`config.mk`:
```
export PLATFORM = sky130hd
export DESIGN_NAME = kiwi_rx_frame_sched
export DESIGN_NICKNAME = d
export VERILOG_FILES = /design/src/rtl/kiwi_rx_frame_sched.sv
export SDC_FILE = /design/constraint.sdc
export NUM_CORES = 1
export LEC_CHECK = 0
export ABC_AREA = 1
export BUFFER_PORTS_ARGS = -buffer_cell sky130_fd_sc_hd__buf_2
export CORE_AREA = 2 2 246 248
export DETAILED_ROUTE_END_ITERATION = 8
export DIE_AREA = 0 0 248 250
export HOLD_SLACK_MARGIN = 0.03
export MAX_ROUTING_LAYER = met4
export PLACE_DENSITY_LB_ADDON = 0.3
export SYNTH_ARGS = -nofsm -noshare
export SYNTH_HDL_FRONTEND = slang
export SYNTH_SLANG_ARGS = --single-unit
export TNS_END_PERCENT = 1
```
`constraint.sdc`:
```
create_clock -name aclk -period 1.8 [get_ports aclk]
set_input_delay 0.18 -clock aclk [delete_from_list [all_inputs] [get_ports aclk]]
set_output_delay 0.18 -clock aclk [all_outputs]
set_load 0.03 [all_outputs]
```
`src/rtl/kiwi_rx_frame_sched.sv`:
```
// kiwi_rx_frame_sched
// Interleaves the per-channel decimated I/Q samples of the receiver bank onto
// one AXI4-Stream. Each frame carries exactly one beat per enabled channel, in
// ascending channel order. Every beat is tagged with its channel index, and
// tlast marks the highest enabled channel. The enable mask is latched only at
// frame boundaries, so software always sees a fixed frame layout.
//
// Ports:
//   aclk, aresetn   clock, synchronous active-low reset
//   cfg_mask        channel enable mask (bit n = channel n)
//   s_axis_*        per-channel sample inputs; channel n data at
//                   [n*DATA_WIDTH +: DATA_WIDTH]
//   m_axis_*        scheduled output stream; tuser = channel index
//   sts_frames      completed-frame counter (wraps)
//   sts_busy        high while a frame is in progress
module kiwi_rx_frame_sched #(
  parameter int CHANNELS   = 8,
  parameter int DATA_WIDTH = 64,
  localparam int CW        = (CHANNELS > 1) ? $clog2(CHANNELS) : 1
) (
  input  logic                           aclk,
  input  logic                           aresetn,
  input  logic [CHANNELS-1:0]            cfg_mask,
  input  logic [CHANNELS*DATA_WIDTH-1:0] s_axis_tdata,
  input  logic [CHANNELS-1:0]            s_axis_tvalid,
  output logic [CHANNELS-1:0]            s_axis_tready,
  output logic [DATA_WIDTH-1:0]          m_axis_tdata,
  output logic [CW-1:0]                  m_axis_tuser,
  output logic                           m_axis_tlast,
  output logic                           m_axis_tvalid,
  input  logic                           m_axis_tready,
  output logic [31:0]                    sts_frames,
  output logic                           sts_busy
);

  localparam logic ST_IDLE  = 1'b0;
  localparam logic ST_FRAME = 1'b1;

  logic                  state_q, state_d;
  logic [CHANNELS-1:0]   active_mask_q, active_mask_d;
  logic [CW-1:0]         ptr_q, ptr_d;
  logic [31:0]           frames_q, frames_d;
  logic                  tvalid_q, tvalid_d;
  logic [DATA_WIDTH-1:0] tdata_q, tdata_d;
  logic [CW-1:0]         tuser_q, tuser_d;
  logic                  tlast_q, tlast_d;

  logic [DATA_WIDTH-1:0] slice [CHANNELS];
  logic [CHANNELS-1:0]   ready;
  logic                  out_free;
  logic                  xfer;
  logic                  is_last;

  function automatic logic [CW-1:0] lowest_bit(input logic [CHANNELS-1:0] m);
    logic [CW-1:0] r;
    r = '0;
    for (int i = CHANNELS - 1; i >= 0; i--) begin
      if (m[i]) r = CW'(i);
    end
    return r;
  endfunction

  function automatic logic [CW-1:0] highest_bit(input logic [CHANNELS-1:0] m);
    logic [CW-1:0] r;
    r = '0;
    for (int i = 0; i < CHANNELS; i++) begin
      if (m[i]) r = CW'(i);
    end
    return r;
  endfunction

  // Next enabled channel strictly above p; only called when one exists.
  function automatic logic [CW-1:0] next_bit(input logic [CHANNELS-1:0] m,
                                             input logic [CW-1:0] p);
    logic [CW-1:0] r;
    r = '0;
    for (int i = CHANNELS - 1; i >= 0; i--) begin
      if (m[i] && (i > int'(p))) r = CW'(i);
    end
    return r;
  endfunction

  // The output register can accept a new beat when empty or draining now.
  assign out_free = !tvalid_q || m_axis_tready;

  // Only the pointed channel is ever offered ready.
  for (genvar gi = 0; gi < CHANNELS; gi++) begin : g_chan
    assign slice[gi] = s_axis_tdata[gi*DATA_WIDTH +: DATA_WIDTH];
    assign ready[gi] = (state_q == ST_FRAME) && out_free && (ptr_q == CW'(gi));
  end

  assign xfer    = |(ready & s_axis_tvalid);
  assign is_last = (ptr_q == highest_bit(active_mask_q));

  always_comb begin
    state_d       = state_q;
    active_mask_d = active_mask_q;
    ptr_d         = ptr_q;
    frames_d      = frames_q;
    tvalid_d      = tvalid_q;
    tdata_d       = tdata_q;
    tuser_d       = tuser_q;
    tlast_d       = tlast_q;

    // Drain a consumed beat; a same-cycle transfer below reloads it.
    if (tvalid_q && m_axis_tready) tvalid_d = 1'b0;

    case (state_q)
      ST_IDLE: begin
        if (|cfg_mask) begin
          active_mask_d = cfg_mask;
          ptr_d         = lowest_bit(cfg_mask);
          state_d       = ST_FRAME;
        end
      end
      ST_FRAME: begin
        if (xfer) begin
          tdata_d  = slice[ptr_q];
          tuser_d  = ptr_q;
          tvalid_d = 1'b1;
          tlast_d  = is_last;
          if (!is_last) begin
            ptr_d = next_bit(active_mask_q, ptr_q);
          end else begin
            frames_d = frames_q + 32'd1;
            // Back-to-back frames: relatch the mask with no bubble cycle.
            if (|cfg_mask) begin
              active_mask_d = cfg_mask;
              ptr_d         = lowest_bit(cfg_mask);
            end else begin
              state_d = ST_IDLE;
            end
          end
        end
      end
      default: state_d = ST_IDLE;
    endcase
  end

  always_ff @(posedge aclk) begin
    if (!aresetn) begin
      state_q       <= ST_IDLE;
      active_mask_q <= '0;
      ptr_q         <= '0;
      frames_q      <= '0;
      tvalid_q      <= 1'b0;
      tdata_q       <= '0;
      tuser_q       <= '0;
      tlast_q       <= 1'b0;
    end else begin
      state_q       <= state_d;
      active_mask_q <= active_mask_d;
      ptr_q         <= ptr_d;
      frames_q      <= frames_d;
      tvalid_q      <= tvalid_d;
      tdata_q       <= tdata_d;
      tuser_q       <= tuser_d;
      tlast_q       <= tlast_d;
    end
  end

  assign s_axis_tready = ready;
  assign m_axis_tdata  = tdata_q;
  assign m_axis_tuser  = tuser_q;
  assign m_axis_tlast  = tlast_q;
  assign m_axis_tvalid = tvalid_q;
  assign sts_frames    = frames_q;
  assign sts_busy      = (state_q == ST_FRAME);

endmodule
```
==> impl_metrics.yaml, run 1 <==
run_status:
  outcome: "complete, but fails checks"
  violations: "negative setup slack"
synth:
  synth_fa_ha_area_frac: 0.001378
  synth-xor-area-share: 0.02702
  synth.area.top_cells: "nor2_1 27%, dfxtp_1 25%, o21ai_0 18%"
  yosysTopAreaCellShare: 0.2671
  yosysWarnings: 0
  synthFlopType: "dfxtp_1"
  synth_compound_area_frac: 0.2706
  syn-instance-count: 1611
  ys_ff_latch: 112
  synth.distinct_cells: 36
  synth_edf_count: 0
  avgSynthCellArea_um2: 5.635
  ys_seq_area_frac: 0.2470
  synth-simple-area-share: 0.3739
  synthMuxAreaShare: 0
  synth_top_cell_by_area: "nor2_1"
  ys_async_sr_fraction: 0
  synth_top_family_by_area: "simple AND/OR/NAND/NOR gates"
  syn-num-nets: 2143
  syn_area_um2: 9077
setup_path:
  critPathArrivalTime_ns: 2.13
  crit_required_ns: 2.08
  crit_path_start_kind: "register"
  crit_path_max_fanout: 45
  r2r_cells: 11
  r2r-start: "m_axis_tvalid$_SDFF_PN0_"
  crit_path_end: "m_axis_tdata[21]$_SDFFE_PN0N_"
  crit_type: "register to register"
  setup.worst_path.start: "m_axis_tvalid$_SDFF_PN0_"
  cp-end-kind: "register"
  r2r-end: "m_axis_tdata[21]$_SDFFE_PN0N_"
  reg2reg_slack_ns: -0.05
global_route:
  grt_pass1_wl_mm: 81.17
  grt_pass1_vias: 12660
  grt_overflow: 0
  grt.total_usage: 0.1823
  grt_max_degree: 61
  antenna_found_initial: 22
sta:
  rsz0062_at_grt: "yes"
  hold_viol: 0
  layout_setup_ws_ns: -0.04517
  clock_skew_ns: 0.01762
  worst_pin_slew_ns: 0.5013
  finalCritPeriodShare: 1.025
  maxSlewHeadroom: 0.6658
  fmax_mhz: 542.0
  min_period_ns: 1.845
  setup_viol: 39
  drv_slew: 0
die:
  die_area_um2: 62000
  rows: 90
  die_w_um: 248
  coreArea_um2: 59570
  die_height_um: 250
  io_pins: 641
  start_util: 0.1524
worst_hold_path:
  hold_depth: 3
  hold_path.class: "input pin to register"
final_layout:
  final_nets: 2824
  stdcell_count: 3090
  syn2layout_area_growth_pct: 63.35
  post-route-util: 0.2489
  drive_above_1_share: 0.3683
placement:
  hpwlAfterDp_mm: 45.36
  portBuffers: 640
  post-place-cells: 3043
  place_congestion: 0.9215
pwr:
  p_int_mw: 7.290
  seq_power_share: 0.230
  clockPowerShare: 0.166
  power_mw: 14.12
  p_per_area_nw_per_um2: 952.0
  combinationalPowerShare: 0.605
  irDropWorstVdd_uv: 497.2
  p_sw_mw: 6.826
  swShare: 0.4836
  p_leak_nw: 7.128
flow_run:
  cap_violations: 0
drt:
  drt-total-wl_mm: 58.52
  wl_per_cell_um: 18.94
  avgViaCountPerCell: 4.336
  via_count: 13400
  drtIter0Drc: 800
  drc_errors: 0
  dr.pass1.iters: 5
  postRouteAntennaNets: 0
clocking:
  cts_tree: "yes"
  h-tree-depth: 3
  numCtsBuffers: 9
  cts.clk_slew.worst_paths_ns: 0.10
  clock_path_buffers: 2
  worstSkewPairLatency_ns: 0.40
  cts_sinks: 112
  clock-root-buffer: "clkbuf_16"
-- area by class of cell --
cell class	count	area [um^2]
diodes	11	27.53
well taps	782	978.4
clock inverters	6	76.32
repair buffers	787	4801
clock buffers	10	229.0
flip-flops and latches	112	2256
fillers	6882	44740
inverters	43	203.9
multi-input cells	1339	6256
-- state kept, by name (all words and copies together) (netlist names) --
signal,flops
active_mask_q,7
m_axis_tdata,64
m_axis_tlast,1
m_axis_tuser,3
m_axis_tvalid,1
ptr_q,3
sts_busy,1
sts_frames,32
-- cells in the mapped netlist (all sizes together) (2+ instances only) --
| library cell | n |
|---|---|
| a21boi | 2 |
| a21oi | 38 |
| buf | 62 |
| clkbuf | 56 |
| clkinv | 2 |
| dfxtp | 112 |
| inv | 41 |
| nand2 | 167 |
| nand3 | 30 |
| nand4 | 5 |
| nor2 | 651 |
| nor3 | 14 |
| nor4 | 2 |
| o2111ai | 64 |
| o21ai | 332 |
| xnor2 | 9 |
| xor2 | 19 |
-- power by group through the flow --
| stage | combinational (mW) | clock [mW] | sequential [mW] |
|---|---|---|---|
| 2_1_floorplan | 3.61 | 0 | 4.07 |
| 3_3_place_gp | 7.99 | 0 | 3.29 |
| 3_5_place_dp | 7.95 | 0 | 3.28 |
| 4_1_cts | 8.36 | 2.45 | 3.23 |
| 5_1_grt | 9.31 | 2.52 | 3.30 |
| 6_report | 8.54 | 2.34 | 3.24 |
-- logic make-up after synthesis --
group,count (synthesis)
flip-flops,112
AND/OR/NAND/NOR,870
adder cells (fa/ha/maj),1
XOR/XNOR,28
AO/OA/AOI/OAI,439
buffers and inverters,161
-- critical path: stages, from the launching register on --
cell and delay, ns:
dfxtp_4 0.36, inv_2 0.04, o21ai_4 0.21, nor2_4 0.07, buf_6 0.13, nand3_1 0.07, nand2_2 0.06, nor2_4 0.14
nand2_4 0.13, buf_12 0.19, o21ai_0 0.19, nor2_1 0.06
-- worst min-delay path by stage --
stage / end / slack (ns) / startpoint
global placement: active_mask_q[3]$_SDFFE_PN0P_ / 0.45 / cfg_mask[3]
global route: active_mask_q[5]$_SDFFE_PN0P_ / 0.08 / cfg_mask[5]
floorplan: active_mask_q[1]$_SDFFE_PN0P_ / 0.31 / cfg_mask[1]
finish: active_mask_q[6]$_SDFFE_PN0P_ / 0.07 / cfg_mask[6]
detailed placement: active_mask_q[3]$_SDFFE_PN0P_ / 0.44 / cfg_mask[3]
CTS: active_mask_q[5]$_SDFFE_PN0P_ / 0.04 / cfg_mask[5]
-- what timing repair did --
| item | CTS | global route |
|---|---|---|
| endpoints found under the hold margin | 4 | 0 |
| hold buffers | 4 | 0 |
| pin swaps | 13 | 10 |
| cloned | 2 | 6 |
| gates resized for setup | 37 | 39 |
| setup buffers | 6 | 2 |
| endpoints found under the setup margin | 88 | 116 |
-- metrics by stage --
| stage | hold slack (ns) | cell area [um^2] | worst slack [ns] | TNS, ns |
|---|---|---|---|---|
| floorplan | 0.3149 | 9112 | 0.01408 | 0 |
| global placement | 0.4453 | 14020 | -0.09937 | -0.3431 |
| detailed placement | 0.4428 | 14020 | -0.06894 | -0.3165 |
| CTS | 0.03980 | 14570 | -0.06895 | -0.9380 |
| global route | 0.07652 | 14820 | -0.1531 | -12.96 |
| finish | 0.07178 | 14830 | -0.04517 | -0.4779 |
-- layer usage --
metal,global-route usage,vias up,part of all wire
met3,0.02839,81,0.061
li1,-,6729,-
met1,0.2211,6084,0.43
met5,-,-,0
met2,0.3078,503,0.49
met4,0.05612,0,0.021
-- layout by cell type, fill, tap and decap left out, types with 6 or more instances in the layout --
master,count
nand3_1,24
nor2_1,642
buf_4,110
a21oi_1,34
diode_2,11
buf_12,21
nand2_1,157
inv_1,34
xor2_1,19
clkbuf_16,13
o21ai_0,301
nor2_4,6
dfxtp_1,107
o21ai_1,27
nand2_2,6
xnor2_1,9
buf_2,637
nor3_1,13
o2111ai_1,64
(Power assumes the default switching activity.)
==> run 2, diff against run 1 <==
--- a/config.mk
+++ b/config.mk
@@ -7,9 +7,9 @@
 export LEC_CHECK = 0
 export ABC_AREA = 1
 export BUFFER_PORTS_ARGS = -buffer_cell sky130_fd_sc_hd__buf_2
-export CORE_AREA = 2 2 246 248
+export CORE_AREA = 2 2 250 252
 export DETAILED_ROUTE_END_ITERATION = 8
-export DIE_AREA = 0 0 248 250
+export DIE_AREA = 0 0 252 254
 export HOLD_SLACK_MARGIN = 0.03
 export MAX_ROUTING_LAYER = met4
 export PLACE_DENSITY_LB_ADDON = 0.3
==> constraint.sdc (replaced) <==
create_clock -name aclk -period 2.2 [get_ports aclk]
set_input_delay 0.22 -clock aclk [delete_from_list [all_inputs] [get_ports aclk]]
set_output_delay 0.22 -clock aclk [all_outputs]
set_load 0.03 [all_outputs]
==> impl_metrics.yaml, run 2 (synthesis gave the netlist of run 1 again) <==
setup_path:
  cp-end-kind: "register"
  crit_path_max_fanout: 38
  crit_chain: "inv_8 -> nor2_1 -> nand3_1 -> nand2_1 -> nor2_2 -> nand2_4 -> buf_4 -> o21ai_0 -> nor2_1"
  slowest_delay_ns: 0.50
  crit_required_ns: 2.53
  critPathArrivalTime_ns: 2.32
  crit_path_start_kind: "register"
  cp_common_cell: "nor2_1"
  crit_type: "register to register"
  cpMaxStageDelayCell: "dfxtp_4"
die:
  die_w_um: 252
  die_height_um: 254
  start_util: 0.1482
  rows: 91
  coreArea_um2: 61260
  io_pins: 641
  die_area_um2: 64010
drt:
  dr.pass1.iters: 5
  via_count: 13130
  drtIter0Drc: 1004
  drc_errors: 0
  drt-total-wl_mm: 58.81
  avgViaCountPerCell: 4.349
  postRouteAntennaNets: 0
  wl_per_cell_um: 19.47
final_layout:
  drive_above_1_share: 0.3363
  syn2layout_area_growth_pct: 51.83
  post-route-util: 0.2250
  nFillCells: 7183
  mostFrequentLayoutCells: "645 x nor2_1, 640 x buf_2, 328 x o21ai_0"
  largest_reg_flops: 64
  final_common_cell: "nor2_1"
  final_nets: 2748
  stdcell_count: 3020
sta:
  hold_viol: 0
  finalCritPeriodShare: 0.9036
  fin_setup_tns_ns: 0
  clock_skew_ns: 0.01092
  worst_pin_slew_ns: 0.5647
  setup_viol: 0
  drv_slew: 0
  layout_setup_ws_ns: 0.2121
  maxSlewHeadroom: 0.6196
  rsz0062_at_grt: "yes"
  min_period_ns: 1.988
  fmax_mhz: 503.1
pwr:
  p_per_area_nw_per_um2: 778.2
  p_leak_nw: 6.614
  power_mw: 10.73
  irDropWorstVdd_uv: 375.2
clocking:
  numCtsBuffers: 9
  cts_sinks: 112
  worstSkewPairLatency_ns: 0.39
  clock_path_buffers: 2
  h-tree-depth: 3
  cts.clk_slew.worst_paths_ns: 0.09
  clock-root-buffer: "clkbuf_16"
  cts_tree: "yes"
global_route:
  grt_pass1_vias: 12700
  grt_pass1_wl_mm: 82.62
  grt.total_usage: 0.1802
  grt_overflow: 0
  antenna_found_initial: 23
  grt_max_degree: 80
flow_run:
  cap_violations: 0
placement:
  hpwlAfterDp_mm: 47.32
  place_congestion: 0.9535
  post-place-cells: 2995
  portBuffers: 640
  pre_cts_ws_ns: 0.1871
worst_hold_path:
  hold_path.class: "input pin to register"
run_status:
  outcome: "completed"
run 2: changes by cell type in the layout (fill, tap and decap cells not counted), moves of 6 or more:
cell     delta
o21ai_0    +27
nand2_2     -6
buf_12      -9
nand2_1     +6
buf_4      -51
o21ai_1    -24
run 2: worst paths after layout:
path,start,endpoint,slack (ns),cells after the start
setup / recovery,ptr_q[0]$_SDFFE_PN0N_,m_axis_tdata[16]$_SDFFE_PN0N_,0.21,9
hold / removal,cfg_mask[3],active_mask_q[3]$_SDFFE_PN0P_,0.09,3
setup reg to reg,ptr_q[0]$_SDFFE_PN0N_,m_axis_tdata[16]$_SDFFE_PN0N_,0.21,9
hold reg to reg,m_axis_tlast$_SDFFE_PN0N_,m_axis_tlast$_SDFFE_PN0N_,0.48,2
run 2: layer usage:
layer,GRT usage,routed length [um],vias up
met2,0.3041,28060,544
met1,0.2148,24940,5934
met5,-,0,-
met3,0.03370,3860,92
met4,0.06221,1952,0
li1,-,-,6564
run 2: metrics by stage:
stage | cell area (um^2) | hold slack (ns)
2_1_floorplan | 9077 | 0.3549
3_3_place_gp | 13420 | 0.4553
3_5_place_dp | 13420 | 0.4689
4_1_cts | 13740 | 0.04413
5_1_grt | 13780 | 0.06578
6_report | 13780 | 0.08667
run 2: timing repair:
action                                 CTS  global route
gates resized for setup                  0             3
buffers inserted                         0             0
hold buffers                             0             0
endpoints found under the hold margin    0             0
setup endpoints to repair                0            16
run 2: worst max-delay path, delay by kind of cell, from the launching register on:
family | cells | cell delay, ns
AND/OR/NAND/NOR | 6 | 0.76
AO/OA/AOI/OAI | 1 | 0.13
buffers and inverters | 2 | 0.49
flip-flops | 1 | 0.50
run 2: layout make-up:
type | instances | area (um^2) | share of cell area
repair buffers | 712 | 3897 | 0.2828
well taps | 790 | 988.4 | 0.07172
diodes | 9 | 22.52 | 0.001634
inverters | 43 | 172.7 | 0.01253
flip-flops and latches | 112 | 2246 | 0.1630
clock inverters | 7 | 97.59 | 0.007081
clock buffers | 9 | 225.2 | 0.01634
multi-input cells | 1338 | 6132 | 0.4449
run 2: power breakdown:
part / internal [mW] / switching (mW)
logic: 2.05 / 4.07
clock network: 0.928 / 1.02
registers: 2.42 / 0.236
